<file path="src/rtl/ahb_slave_iface_if.sv">
// AHB-Lite bus bundle between a bus master and the edge-detector slave interface.
// The master modport drives the address/data phase; the slave modport returns the response.
interface ahb_slave_iface_if #(
    parameter int DATA_W = 32,
    parameter int ADDR_W = 32
);
    logic              ahb_hsel;
    logic [1:0]        ahb_htrans;
    logic              ahb_hwrite;
    logic [2:0]        ahb_hsize;
    logic [ADDR_W-1:0] ahb_haddr;
    logic [DATA_W-1:0] ahb_hwdata;
    logic              ahb_hready;
    logic [DATA_W-1:0] ahb_hrdata;
    logic              ahb_hreadyout;
    logic              ahb_hresp;

    modport master (
        output ahb_hsel, ahb_htrans, ahb_hwrite, ahb_hsize, ahb_haddr, ahb_hwdata, ahb_hready,
        input  ahb_hrdata, ahb_hreadyout, ahb_hresp
    );

    modport slave (
        input  ahb_hsel, ahb_htrans, ahb_hwrite, ahb_hsize, ahb_haddr, ahb_hwdata, ahb_hready,
        output ahb_hrdata, ahb_hreadyout, ahb_hresp
    );
endinterface

</file>
<file path="src/rtl/ahb_slave_iface.sv">
// AHB-Lite slave: pixel FIFO push port, status word, FIFO level/flush and config registers.
// Stalls pushes into a full FIFO and answers illegal accesses with a two-cycle ERROR.
module ahb_slave_iface #(
    parameter int DATA_W     = 32,
    parameter int ADDR_W     = 32,
    parameter int FIFO_DEPTH = 8,
    parameter int NUM_REGS   = 4
) (
    input  logic                       ahb_hclk,
    input  logic                       ahb_hresetn,
    ahb_slave_iface_if.slave           bus,
    output logic [DATA_W-1:0]          pix_data,
    output logic                       pix_valid,
    input  logic                       pix_ready,
    input  logic [DATA_W-1:0]          status_in,
    output logic [NUM_REGS*DATA_W-1:0] cfg_regs
);
    localparam int IDX_W = ADDR_W - 2;
    localparam int PTR_W = $clog2(FIFO_DEPTH);
    localparam int CNT_W = $clog2(FIFO_DEPTH) + 1;

    localparam logic [2:0]       SIZE_ENC  = 3'($clog2(DATA_W / 8));
    localparam logic [IDX_W-1:0] IDX_PUSH  = IDX_W'(0);
    localparam logic [IDX_W-1:0] IDX_STAT  = IDX_W'(1);
    localparam logic [IDX_W-1:0] IDX_LEVEL = IDX_W'(2);
    localparam logic [IDX_W-1:0] IDX_END   = IDX_W'(3 + NUM_REGS);
    localparam logic [CNT_W-1:0] CNT_FULL  = CNT_W'(FIFO_DEPTH);

    typedef enum logic [1:0] {
        OKAY_ST   = 2'd0,
        WAIT_FULL = 2'd1,
        ERR1      = 2'd2,
        ERR2      = 2'd3
    } state_t;

    state_t                          state_r;
    state_t                          state_nxt_s;
    logic                            dp_valid_r;
    logic                            dp_write_r;
    logic [IDX_W-1:0]                dp_idx_r;
    logic [DATA_W-1:0]               mem_r [FIFO_DEPTH];
    logic [PTR_W-1:0]                wr_ptr_r;
    logic [PTR_W-1:0]                rd_ptr_r;
    logic [CNT_W-1:0]                count_r;
    logic [NUM_REGS-1:0][DATA_W-1:0] cfg_r;

    logic [IDX_W-1:0]  idx_s;
    logic              cap_s;
    logic              legal_s;
    logic              err_cap_s;
    logic              pop_s;
    logic              can_accept_s;
    logic              dp_push_s;
    logic              push_s;
    logic              flush_s;
    logic              hreadyout_s;
    logic              hresp_s;
    logic [DATA_W-1:0] hrdata_s;
    logic              unused_s;

    assign idx_s     = bus.ahb_haddr[ADDR_W-1:2];
    assign cap_s     = bus.ahb_hsel & bus.ahb_htrans[1] & bus.ahb_hready;
    assign err_cap_s = cap_s & ~legal_s;
    assign unused_s  = bus.ahb_htrans[0];

    assign pix_valid    = (count_r != {CNT_W{1'b0}});
    assign pix_data     = mem_r[rd_ptr_r];
    assign pop_s        = pix_valid & pix_ready;
    assign can_accept_s = (count_r != CNT_FULL) | pop_s;
    assign dp_push_s    = dp_valid_r & dp_write_r & (dp_idx_r == IDX_PUSH);
    assign push_s       = dp_push_s & can_accept_s;
    assign flush_s      = dp_valid_r & dp_write_r & (dp_idx_r == IDX_LEVEL);
    assign cfg_regs     = cfg_r;

    assign bus.ahb_hreadyout = hreadyout_s;
    assign bus.ahb_hresp     = hresp_s;
    assign bus.ahb_hrdata    = hrdata_s;

    // Address-phase legality check
    always_comb begin
        legal_s = 1'b1;
        if (bus.ahb_hsize != SIZE_ENC) begin
            legal_s = 1'b0;
        end else if (bus.ahb_haddr[1:0] != 2'b00) begin
            legal_s = 1'b0;
        end else if (idx_s >= IDX_END) begin
            legal_s = 1'b0;
        end else if (!bus.ahb_hwrite && (idx_s == IDX_PUSH)) begin
            legal_s = 1'b0;
        end else if (bus.ahb_hwrite && (idx_s == IDX_STAT)) begin
            legal_s = 1'b0;
        end else begin
            legal_s = 1'b1;
        end
    end

    // Address-phase capture; illegal transfers never become an active data phase
    always_ff @(posedge ahb_hclk or negedge ahb_hresetn) begin
        if (!ahb_hresetn) begin
            dp_valid_r <= 1'b0;
            dp_write_r <= 1'b0;
            dp_idx_r   <= {IDX_W{1'b0}};
        end else if (bus.ahb_hready) begin
            dp_valid_r <= cap_s & legal_s;
            dp_write_r <= bus.ahb_hwrite;
            dp_idx_r   <= idx_s;
        end
    end

    // Data-phase state register
    always_ff @(posedge ahb_hclk or negedge ahb_hresetn) begin
        if (!ahb_hresetn) begin
            state_r <= OKAY_ST;
        end else begin
            state_r <= state_nxt_s;
        end
    end

    // Data-phase next-state logic
    always_comb begin
        state_nxt_s = OKAY_ST;
        case (state_r)
            OKAY_ST, WAIT_FULL: begin
                if (dp_push_s && !can_accept_s) begin
                    state_nxt_s = WAIT_FULL;
                end else if (err_cap_s) begin
                    state_nxt_s = ERR1;
                end else begin
                    state_nxt_s = OKAY_ST;
                end
            end
            ERR1:    state_nxt_s = ERR2;
            ERR2: begin
                if (err_cap_s) begin
                    state_nxt_s = ERR1;
                end else begin
                    state_nxt_s = OKAY_ST;
                end
            end
            default: state_nxt_s = OKAY_ST;
        endcase
    end

    // Data-phase response outputs; a blocked push holds the bus until space appears
    always_comb begin
        hreadyout_s = 1'b1;
        hresp_s     = 1'b0;
        case (state_r)
            OKAY_ST, WAIT_FULL: begin
                hreadyout_s = dp_push_s ? can_accept_s : 1'b1;
                hresp_s     = 1'b0;
            end
            ERR1: begin
                hreadyout_s = 1'b0;
                hresp_s     = 1'b1;
            end
            ERR2: begin
                hreadyout_s = 1'b1;
                hresp_s     = 1'b1;
            end
            default: begin
                hreadyout_s = 1'b1;
                hresp_s     = 1'b0;
            end
        endcase
    end

    // Read data mux from the captured word index
    always_comb begin
        hrdata_s = {DATA_W{1'b0}};
        if (dp_valid_r && !dp_write_r) begin
            if (dp_idx_r == IDX_STAT) begin
                hrdata_s = status_in;
            end else if (dp_idx_r == IDX_LEVEL) begin
                hrdata_s = DATA_W'(count_r);
            end else begin
                for (int k = 0; k < NUM_REGS; k++) begin
                    if (dp_idx_r == IDX_W'(3 + k)) begin
                        hrdata_s = cfg_r[k];
                    end else begin
                        hrdata_s = hrdata_s;
                    end
                end
            end
        end else begin
            hrdata_s = {DATA_W{1'b0}};
        end
    end

    // Pixel FIFO; flush overrides a same-cycle pop
    always_ff @(posedge ahb_hclk or negedge ahb_hresetn) begin
        if (!ahb_hresetn) begin
            wr_ptr_r <= {PTR_W{1'b0}};
            rd_ptr_r <= {PTR_W{1'b0}};
            count_r  <= {CNT_W{1'b0}};
            for (int i = 0; i < FIFO_DEPTH; i++) begin
                mem_r[i] <= {DATA_W{1'b0}};
            end
        end else if (flush_s) begin
            wr_ptr_r <= {PTR_W{1'b0}};
            rd_ptr_r <= {PTR_W{1'b0}};
            count_r  <= {CNT_W{1'b0}};
        end else begin
            if (push_s) begin
                mem_r[wr_ptr_r] <= bus.ahb_hwdata;
                wr_ptr_r        <= wr_ptr_r + PTR_W'(1);
            end
            if (pop_s) begin
                rd_ptr_r <= rd_ptr_r + PTR_W'(1);
            end
            case ({push_s, pop_s})
                2'b10:   count_r <= count_r + CNT_W'(1);
                2'b01:   count_r <= count_r - CNT_W'(1);
                default: count_r <= count_r;
            endcase
        end
    end

    // Configuration registers
    always_ff @(posedge ahb_hclk or negedge ahb_hresetn) begin
        if (!ahb_hresetn) begin
            cfg_r <= {(NUM_REGS*DATA_W){1'b0}};
        end else if (dp_valid_r && dp_write_r) begin
            for (int k = 0; k < NUM_REGS; k++) begin
                if (dp_idx_r == IDX_W'(3 + k)) begin
                    cfg_r[k] <= bus.ahb_hwdata;
                end
            end
        end
    end
endmodule

</file>
<file path="src/flat_wrapper.sv">
// flat-port wrapper written by rule: the top's interface ports become plain ports
module ahb_slave_iface_flat 
#(
    parameter int DATA_W     = 32,
    parameter int ADDR_W     = 32,
    parameter int FIFO_DEPTH = 8,
    parameter int NUM_REGS   = 4
)
  (ahb_hclk, ahb_hresetn, pix_data, pix_valid, pix_ready, status_in, cfg_regs, bus_ahb_hsel, bus_ahb_htrans, bus_ahb_hwrite, bus_ahb_hsize, bus_ahb_haddr, bus_ahb_hwdata, bus_ahb_hready, bus_ahb_hrdata, bus_ahb_hreadyout, bus_ahb_hresp);
  ahb_slave_iface_if #(.DATA_W(DATA_W), .ADDR_W(ADDR_W)) bus_i ();
  input  logic ahb_hclk;
  input  logic ahb_hresetn;
  output logic [DATA_W-1:0] pix_data;
  output logic pix_valid;
  input  logic pix_ready;
  input  logic [DATA_W-1:0] status_in;
  output logic [NUM_REGS*DATA_W-1:0] cfg_regs;
  input wire logic [$bits(bus_i.ahb_hsel)-1:0] bus_ahb_hsel;
  input wire logic [$bits(bus_i.ahb_htrans)-1:0] bus_ahb_htrans;
  input wire logic [$bits(bus_i.ahb_hwrite)-1:0] bus_ahb_hwrite;
  input wire logic [$bits(bus_i.ahb_hsize)-1:0] bus_ahb_hsize;
  input wire logic [$bits(bus_i.ahb_haddr)-1:0] bus_ahb_haddr;
  input wire logic [$bits(bus_i.ahb_hwdata)-1:0] bus_ahb_hwdata;
  input wire logic [$bits(bus_i.ahb_hready)-1:0] bus_ahb_hready;
  output wire logic [$bits(bus_i.ahb_hrdata)-1:0] bus_ahb_hrdata;
  output wire logic [$bits(bus_i.ahb_hreadyout)-1:0] bus_ahb_hreadyout;
  output wire logic [$bits(bus_i.ahb_hresp)-1:0] bus_ahb_hresp;
  assign bus_i.ahb_hsel = bus_ahb_hsel;
  assign bus_i.ahb_htrans = bus_ahb_htrans;
  assign bus_i.ahb_hwrite = bus_ahb_hwrite;
  assign bus_i.ahb_hsize = bus_ahb_hsize;
  assign bus_i.ahb_haddr = bus_ahb_haddr;
  assign bus_i.ahb_hwdata = bus_ahb_hwdata;
  assign bus_i.ahb_hready = bus_ahb_hready;
  assign bus_ahb_hrdata = bus_i.ahb_hrdata;
  assign bus_ahb_hreadyout = bus_i.ahb_hreadyout;
  assign bus_ahb_hresp = bus_i.ahb_hresp;
  ahb_slave_iface #(.DATA_W(DATA_W), .ADDR_W(ADDR_W), .FIFO_DEPTH(FIFO_DEPTH), .NUM_REGS(NUM_REGS)) u_core (.ahb_hclk(ahb_hclk), .ahb_hresetn(ahb_hresetn), .bus(bus_i), .pix_data(pix_data), .pix_valid(pix_valid), .pix_ready(pix_ready), .status_in(status_in), .cfg_regs(cfg_regs));
endmodule
</file>
<file path="config.mk">
export PLATFORM = sky130hd
export DESIGN_NAME = ahb_slave_iface_flat
export DESIGN_NICKNAME = d
export VERILOG_FILES = /design/src/rtl/ahb_slave_iface_if.sv /design/src/rtl/ahb_slave_iface.sv /design/src/flat_wrapper.sv
export SDC_FILE = /design/constraint.sdc
export NUM_CORES = 1
export LEC_CHECK = 0
export BUFFER_PORTS_ARGS = -buffer_cell sky130_fd_sc_hd__buf_2
export CAP_MARGIN = 20
export CORE_AREA = 4 4 244 246
export CTS_BUF_LIST = sky130_fd_sc_hd__clkbuf_8 sky130_fd_sc_hd__clkbuf_16
export CTS_CLUSTER_SIZE = 30
export DETAILED_ROUTE_END_ITERATION = 8
export DIE_AREA = 0 0 248 250
export GPL_ROUTABILITY_DRIVEN = 0
export PLACE_DENSITY = 0.63
export SYNTH_ARGS = -nofsm -noshare
export SYNTH_HDL_FRONTEND = slang
export SYNTH_SLANG_ARGS = --single-unit
export TNS_END_PERCENT = 20
</file>
<file path="constraint.sdc">
create_clock -name ahb_hclk -period 4.49 [get_ports ahb_hclk]
set_clock_uncertainty 0.2 [all_clocks]
set_input_delay 0.2245 -clock ahb_hclk [delete_from_list [all_inputs] [get_ports ahb_hclk]]
set_output_delay 0.2245 -clock ahb_hclk [all_outputs]
set_load 0.02 [all_outputs]
</file>
==> impl_metrics.tcl, run 1 <==
set metrics [dict create \
    outcome "completed" \
    clk_latency_ns 0.55 \
    cts_root_buf "clkbuf_16" \
    min_period_ns 4.16 \
    synth_warnings 0 \
    stdcell_count 2503 \
    cap_violations 0 \
    slew_headroom_pct 25.3 \
    hold_viol 0 \
    critPathCaptureType "primary output" \
    leakage_uw 0.0123 \
    fillers 5207 \
    synth-edff-count 0 \
    p_sw_uw 2430 \
    tightest_slew_ns 1.12 \
    rows 88 \
    ys_types 58 \
    yosysMostFrequentCell "dfrtp_1" \
    yosysSeqAreaShare_pct 53.6 \
    fin_nets 1815 \
    pre_cts_ws_ns 0.490 \
    tns_ns 0 \
    required_ns 4.07 \
    startpoint_type "flop" \
    syn_inst 1379 \
    drt.antenna.violating_nets 0 \
    synth-async-reset-ratio_pct 100 \
    synth_common_cells "428 x dfrtp_1, 403 x mux2_2, 76 x clkbuf_1" \
    numCtsBuffers 45 \
    hpwl_mm 39.1 \
    hold_class "primary input to flop" \
    grt_max_degree 127 \
    ys_ff_latch 428 \
    irDropWorstVdd_v 0.000293 \
    drt_drc_violations_left 0 \
    syn_avg_cell_area_um2 14.5 \
    cp_max_fo 21 \
    htree_levels 2 \
    multiInputGateArea_mm2 0.00879 \
    cp.arrival_ns 3.74 \
    finalWorstSetupSlack_ns 0.329 \
    fmax_mhz 240 \
    finalMaxSlewViolations 0 \
    p_per_area_mw_per_mm2 370 \
    pwr-share-comb_pct 13.8 \
    fin_crit_sh_pct 92.7 \
    power_frac_seq_pct 45.9 \
    area_growth_pct 22.3 \
    cts_tree "yes" \
    initial_core_util_pct 34.8 \
    grt_overflow 0 \
    io_pins 302 \
    wl_per_cell_um 23.8 \
    netlist.top_cell.by_area "dfrtp_1" \
    die_h_um 250 \
    p_int_uw 6610 \
    grt_util_all_layers_pct 18.8 \
    whs_ns 0.172 \
    dieArea_mm2 0.0620 \
    total_power_uw 9050 \
    portBuffers 300 \
    ff2ff_setup_slack_ns 0.46 \
    firstDrtPassIters 5 \
    antenna_found_initial 4 \
    placed_cells 2352 \
    dr_total_vias 13543 \
    path_class "flop to primary output" \
    grt_pass1_wl_mm 89.8 \
    die_width_um 248 \
    cts_sinks 428 \
    setup_viol 0 \
    ys.flop_type "dfrtp_1" \
    wl_mm 59.4 \
    drt_iter0_drc 1014 \
    netlist_area_mm2 0.0200 \
    path_clk_slew_ns 0.06 \
    p_clk_share_pct 40.3 \
    drt-vias-per-instance 5.41 \
    final_layout_size_suffix_gt1_share_pct 52.2 \
    synth_fp_nets 1492 \
    grt_pass1_vias 14271 \
    p_sw_share_pct 26.9 \
    rsz0062_at_grt "no" \
    core_area_mm2 0.0574 \
    synthTopCellsByArea "dfrtp_1 54%, mux2_2 23%, mux4_2 7.2%" \
    yosysTopAreaCellShare_pct 53.6 \
    cts_buffer_depth 3 \
    seq_area_mm2 0.0107 \
]
[layer usage]
metal | track usage (%) | vias to the layer above | share of wire (%)
li1 | - | 5811 | -
met1 | 25.8 | 7174 | 43
met2 | 31.2 | 455 | 49
met3 | 2.73 | 103 | 5.4
met4 | 5.43 | 0 | 2.8
met5 | 0 | - | 0
[through the flow]
stage | cell area, µm² | util (%)
2_1_floorplan | 20000 | -
3_3_place_gp | 22300 | 38.9
3_5_place_dp | 22300 | 38.9
4_1_cts | 24400 | 42.6
5_1_grt | 24400 | 42.6
6_report | 24500 | 42.6
[registers in the layout, summed over array words and instances (netlist names)]
name / cells
u_core.wr_ptr_r: 3
u_core.rd_ptr_r: 3
u_core.count_r: 4
u_core.dp_valid_r: 1
u_core.dp_idx_r: 30
u_core.state_r: 2
u_core.mem_r: 256
u_core.dp_write_r: 1
u_core.cfg_regs: 128
[critical path: stages (launching register included)]
cell	delay (ns)
dfrtp_1	0.37
or4_1	0.62
or2_2	0.32
or4_4	0.74
nor2_2	0.70
a22o_1	0.26
buf_2	0.17
[cells in the final DEF, fill, tap and decap left out, drive strengths merged, types with 3 or more instances in the layout]
cell / synthesis / final
or2: 3 / 3
clkbuf: 76 / 55
buf: 52 / 336
a21o: 18 / 18
nor3: 7 / 7
o221ai: 10 / 10
dfrtp: 428 / 428
a22oi: 15 / 15
a222oi: 17 / 17
clkinv: 0 / 10
dlygate4sd3: 0 / 68
ha: 5 / 5
xor2: 5 / 5
nand2: 17 / 17
nor4: 16 / 16
a22o: 27 / 27
a21oi: 27 / 27
o221a: 3 / 3
o21ai: 22 / 22
nor2b: 3 / 3
mux2: 447 / 447
nand2b: 7 / 7
mux2i: 17 / 17
or3: 3 / 3
mux4: 64 / 64
nand3: 7 / 7
nor4b: 4 / 4
inv: 4 / 16
diode: 0 / 3
o32ai: 3 / 3
nor2: 44 / 44
or4: 6 / 6
[logic make-up after synthesis]
kind of cell / Yosys count / share of synthesized area (%)
AO/OA/AOI/OAI: 150 / 5.55
buffers and inverters: 132 / 2.94
adder cells (fa/ha/maj): 6 / 0.413
XOR/XNOR: 7 / 0.307
flip-flops: 428 / 53.6
multiplexers: 528 / 33.2
AND/OR/NAND/NOR: 128 / 3.98
[layout make-up]
type / count / share of cell area [%]
flip-flops and latches: 428 / 43.8
multi-input cells: 819 / 35.9
repair buffers: 404 / 10.3
clock buffers: 55 / 5.26
well taps: 765 / 3.91
clock inverters: 25 / 0.701
inverters: 4 / 0.0614
diodes: 3 / 0.0307
[power groups by stage]
stage	registers (µW)	logic, µW	clock network [µW]
final	4160	1250	3650
after global routing	4180	1340	3900
after CTS	4160	1260	3730
after detailed placement	4230	1210	0
after global placement	4230	1200	0
after floorplan	4040	910	0
[final timing paths]
path / depth (start not counted) / startpoint / end
max in group asynchronous: 3 / ahb_hresetn / u_core.cfg_regs[44]$_DFFE_PN0P_
min reg2reg: 1 / u_core.mem_r[167]$_DFFE_PN0P_ / u_core.mem_r[167]$_DFFE_PN0P_
max: 6 / u_core.dp_idx_r[22]$_DFFE_PN0P_ / bus_ahb_hrdata[11]
min in group asynchronous: 2 / ahb_hresetn / u_core.cfg_regs[62]$_DFFE_PN0P_
min: 2 / bus_ahb_hready / u_core.dp_idx_r[12]$_DFFE_PN0P_
max reg2reg: 11 / u_core.dp_idx_r[22]$_DFFE_PN0P_ / u_core.count_r[3]$_DFFE_PN0P_
[timing repair]
item | CTS | global route
setup endpoints to repair | 0 | 0
hold buffers | 68 | 0
gates resized for setup | 0 | 0
setup buffers | 0 | 0
hold endpoints to repair | 538 | 0
Power figures use the tool's default switching activity.
==> run 2: changes to the inputs <==
--- a/config.mk
+++ b/config.mk
@@ -5,15 +5,15 @@
 export SDC_FILE = /design/constraint.sdc
 export NUM_CORES = 1
 export LEC_CHECK = 0
-export BUFFER_PORTS_ARGS = -buffer_cell sky130_fd_sc_hd__buf_2
+export BUFFER_PORTS_ARGS = -buffer_cell sky130_fd_sc_hd__buf_4
 export CAP_MARGIN = 20
-export CORE_AREA = 4 4 244 246
+export CORE_AREA = 4 4 229 231
 export CTS_BUF_LIST = sky130_fd_sc_hd__clkbuf_8 sky130_fd_sc_hd__clkbuf_16
 export CTS_CLUSTER_SIZE = 30
 export DETAILED_ROUTE_END_ITERATION = 8
-export DIE_AREA = 0 0 248 250
+export DIE_AREA = 0 0 233 235
 export GPL_ROUTABILITY_DRIVEN = 0
-export PLACE_DENSITY = 0.63
+export PLACE_DENSITY = 0.69
 export SYNTH_ARGS = -nofsm -noshare
 export SYNTH_HDL_FRONTEND = slang
 export SYNTH_SLANG_ARGS = --single-unit
==> impl_metrics.tcl, run 2 (synthesized netlist as in run 1, its figures left out) <==
set metrics [dict create \
    outcome "completed" \
    grt_util_all_layers_pct 21.4 \
    fmax_mhz 239 \
    layout_common_cells "425 x dfrtp_1, 403 x mux2_2, 326 x buf_4" \
    die_h_um 235 \
    dr_total_vias 13797 \
    largest_reg_flops 256 \
    io_pins 302 \
    post-cts-setup-buffers 0 \
    portBuffers 300 \
    critPathCaptureType "primary output" \
    antenna_found_initial 2 \
    min_period_ns 4.18 \
    setup_viol 0 \
    pre_cts_ws_ns 0.508 \
    area_growth_pct 25.9 \
    layout_commonest_cell "dfrtp_1" \
    top_register "u_core.mem_r" \
    rsz0062_at_grt "no" \
    cts_tree "yes" \
    finalMaxSlewViolations 0 \
    placed_cells 2257 \
    cp.arrival_ns 3.76 \
    cp_max_fo 21 \
    grt_pass1_wl_mm 90.1 \
    irDropWorstVdd_v 0.000329 \
    fin_nets 1822 \
    drt-vias-per-instance 5.71 \
    path_clk_slew_ns 0.06 \
    dieArea_mm2 0.0548 \
    wl_mm 60.1 \
    path_class "flop to primary output" \
    cts_buffer_depth 3 \
    core_area_mm2 0.0501 \
    required_ns 4.07 \
    total_power_uw 9030 \
    fillers 4288 \
    drt_drc_violations_left 0 \
    drt_iter0_drc 952 \
    grt_max_degree 104 \
    htree_levels 2 \
    cts_root_buf "clkbuf_16" \
    hold_viol 0 \
    clk_latency_ns 0.55 \
    tns_ns 0 \
    p_per_area_mw_per_mm2 359 \
    stdcell_count 2417 \
    cap_violations 0 \
    initial_core_util_pct 39.9 \
    drt.antenna.violating_nets 0 \
    startpoint_type "flop" \
    grt_overflow 0 \
    grt_pass1_vias 14470 \
    slew_headroom_pct 24.7 \
    wl_per_cell_um 24.8 \
    finalWorstSetupSlack_ns 0.308 \
    final_layout_size_suffix_gt1_share_pct 51.7 \
    hpwl_mm 39.2 \
    firstDrtPassIters 5 \
    hold_class "primary input to flop" \
    fin_crit_sh_pct 93.1 \
    rows 82 \
    tightest_slew_ns 1.13 \
    leakage_uw 0.0124 \
    numCtsBuffers 46 \
    whs_ns 0.0238 \
    die_width_um 233 \
    cts_sinks 428 \
]
[run 2: changes by cell type in the layout (fill, tap and decap cells not counted), sizes merged]
cell,delta
dlygate4sd3,+7
inv,+7
clkinv,-4
bufinv,-2
buf,-1
clkbuf,+1
diode,-1
[run 2: metrics by stage]
step	util [%]	cell area [µm²]
final	50.3	25200
after global routing	50.3	25200
after CTS	50.2	25100
after detailed placement	45.9	23000
after global placement	45.8	22900
after floorplan	-	20000
[run 2: layout make-up]
cell class,instances,area (µm²),area share (%)
multi-input combinational,819,8790,34.9
clock buffer,56,1290,5.12
timing repair buffer,410,3390,13.5
clock inverter,26,138,0.547
inverter,4,15.0,0.0596
sequential,428,10700,42.6
antenna,2,5.00,0.0199
tap,672,841,3.34
[run 2: per-layer routing]
| layer | GRT usage [%] | up-vias | share of wire, % | wire length (µm) |
|---|---|---|---|---|
| met2 | 35.1 | 529 | 49 | 29300 |
| met1 | 27.4 | 7307 | 40 | 24300 |
| met4 | 8.60 | 0 | 3.9 | 2370 |
| met3 | 4.84 | 136 | 6.9 | 4120 |
| li1 | - | 5825 | - | - |
| met5 | 0 | - | 0 | 0 |
[run 2: timing repair]
item                      4_1_cts  5_1_grt
gates resized for setup         0        0
hold buffers                   75        0
hold endpoints to repair      519        0
[run 2: path summary, 6_finish.rpt]
path / start / endpoint / slack (ns) / cells past startpoint
min in group asynchronous: ahb_hresetn / u_core.cfg_regs[57]$_DFFE_PN0P_ / 0.08 / 2
worst max register to register: u_core.dp_idx_r[22]$_DFFE_PN0P_ / u_core.count_r[3]$_DFFE_PN0P_ / 0.47 / 11
worst max-delay path: u_core.dp_idx_r[22]$_DFFE_PN0P_ / bus_ahb_hrdata[25] / 0.31 / 6
max in group asynchronous: ahb_hresetn / u_core.mem_r[87]$_DFFE_PN0P_ / 2.75 / 3
worst min-delay path: bus_ahb_hready / u_core.dp_idx_r[14]$_DFFE_PN0P_ / 0.02 / 2
worst min register to register: u_core.mem_r[135]$_DFFE_PN0P_ / u_core.mem_r[135]$_DFFE_PN0P_ / 0.28 / 1
[run 2: power breakdown]
group	switching, µW	internal, µW
logic	632	599
registers	313	3930
clock network	1530	2030
total	2480	6560
[run 2: worst max-delay path, cell delays in order (launching register included)]
cell     delay (ns)
dfrtp_1        0.37
or4_1          0.63
or2_2          0.33
or4_4          0.75
nor3_4         0.66
a22o_1         0.29
buf_4          0.15
==> run 3: changes to the inputs <==
--- a/config.mk
+++ b/config.mk
@@ -5,7 +5,7 @@
 export SDC_FILE = /design/constraint.sdc
 export NUM_CORES = 1
 export LEC_CHECK = 0
-export BUFFER_PORTS_ARGS = -buffer_cell sky130_fd_sc_hd__buf_4
+export BUFFER_PORTS_ARGS = -buffer_cell sky130_fd_sc_hd__buf_2
 export CAP_MARGIN = 20
 export CORE_AREA = 4 4 229 231
 export CTS_BUF_LIST = sky130_fd_sc_hd__clkbuf_8 sky130_fd_sc_hd__clkbuf_16
==> impl_metrics.tcl, run 3 (synthesized netlist as in run 1, its figures left out) <==
set metrics [dict create \
    grt_pass1_vias 14491 \
    fin_crit_sh_pct 92.0 \
    required_ns 4.07 \
    initial_core_util_pct 39.9 \
    hold_class "primary input to asynchronous set/reset pin" \
    firstDrtPassIters 6 \
    top_register "u_core.mem_r" \
    fmax_mhz 242 \
    die_h_um 235 \
    slew_headroom_pct 25.6 \
    grtUsageMet1_pct 28.8 \
    layout_common_cells "425 x dfrtp_1, 403 x mux2_2, 299 x buf_2" \
    p_per_area_mw_per_mm2 374 \
    cap_violations 0 \
    utilization_pct 48.7 \
    die_width_um 233 \
    cp.arrival_ns 3.70 \
    path_class "flop to primary output" \
    grt_overflow 0 \
    cts_root_buf "clkbuf_16" \
    io_pins 302 \
    wl_per_cell_um 24.7 \
    numCtsBuffers 44 \
    cp_max_fo 21 \
    irDropWorstVdd_v 0.000276 \
    startpoint_type "flop" \
    grtUsageMet2_pct 34.1 \
    wl_mm 59.4 \
    cts_sinks 428 \
    finalMaxSlewViolations 0 \
    cts_tree "yes" \
    rows 82 \
    busiest_layer "met2" \
    clk_latency_ns 0.55 \
    area_growth_pct 21.9 \
    total_power_uw 9120 \
    path_clk_slew_ns 0.06 \
    grt_max_degree 124 \
    core_area_mm2 0.0501 \
    cts_buffer_depth 3 \
    drt.antenna.violating_nets 0 \
    final_layout_size_suffix_gt1_share_pct 52.2 \
    r2r_start "u_core.dp_idx_r[22]$_DFFE_PN0P_" \
    post-cts-setup-buffers 0 \
    tns_ns 0 \
    drt_drc_violations_left 0 \
    fillers 4375 \
    grt_util_all_layers_pct 21.3 \
    groute.layer.met3.usage_pct 4.38 \
    htree_levels 2 \
    dieArea_mm2 0.0548 \
    portBuffers 300 \
    finalWorstSetupSlack_ns 0.361 \
    critPathCaptureType "primary output" \
    ctsResizeCount 0 \
    drt-vias-per-instance 5.73 \
    cts_hold_buf 68 \
    dr_total_vias 13784 \
    largest_reg_flops 256 \
    hold_viol 0 \
    pre_cts_ws_ns 0.513 \
    rsz0062_at_grt "no" \
    layout_commonest_cell "dfrtp_1" \
    min_period_ns 4.13 \
    hpwl_mm 38.6 \
    setup_viol 0 \
    leakage_uw 0.0123 \
    outcome "completed" \
    fin_nets 1815 \
    startpoint "u_core.dp_idx_r[22]$_DFFE_PN0P_" \
    antenna_found_initial 3 \
    grt_pass1_wl_mm 90.5 \
    drt_iter0_drc 935 \
    tightest_slew_ns 1.12 \
    ff2ff_path_depth 11 \
]
==> run 3: critical path, cell delays in order, from the launching register on <==
cell,delay [ns]
dfrtp_1,0.37
or4_1,0.62
or2_2,0.33
or4_4,0.75
nor2_2,0.66
a22o_1,0.26
buf_2,0.16
==> run 3: layout make-up <==
cell class	instances	area, µm²	area share, %
clock inverter	24	246	1.01
antenna	2	5.00	0.0205
inverter	4	15.0	0.0616
sequential	428	10700	44.0
timing repair buffer	405	2550	10.5
clock buffer	51	1210	4.96
multi-input combinational	819	8790	36.1
tap	672	841	3.45
==> run 3: metrics by stage <==
stage	instance area, µm²	instances	hold WS, ns
global route	24400	2405	0.189
finish	24400	2405	0.149
global placement	22200	2259	0.176
floorplan	20000	1379	-0.271
CTS	24400	2402	0.154
detailed placement	22200	2259	0.187
==> run 3: worst paths after layout <==
path	slack, ns	end
max	0.36	bus_ahb_hrdata[27]
min	0.15	u_core.cfg_regs[57]$_DFFE_PN0P_
max reg2reg	0.49	u_core.count_r[3]$_DFFE_PN0P_
min reg2reg	0.28	u_core.mem_r[39]$_DFFE_PN0P_
max in group asynchronous	2.68	u_core.mem_r[247]$_DFFE_PN0P_
min in group ahb_hclk	0.19	u_core.dp_idx_r[19]$_DFFE_PN0P_
==> run 3: power breakdown <==
| part | internal, µW | switching (µW) | leakage (µW) |
|---|---|---|---|
| combinational | 558 | 614 | 0.00563 |
| sequential | 3930 | 319 | 0.00589 |
| clock | 2200 | 1500 | 0.000749 |
| total | 6680 | 2430 | 0.0123 |
==> run 3: layer usage <==
metal,vias up,wire length [µm]
met4,0,2300
met1,7226,24500
met3,154,4020
met2,574,28500
met5,-,0
li1,5830,-
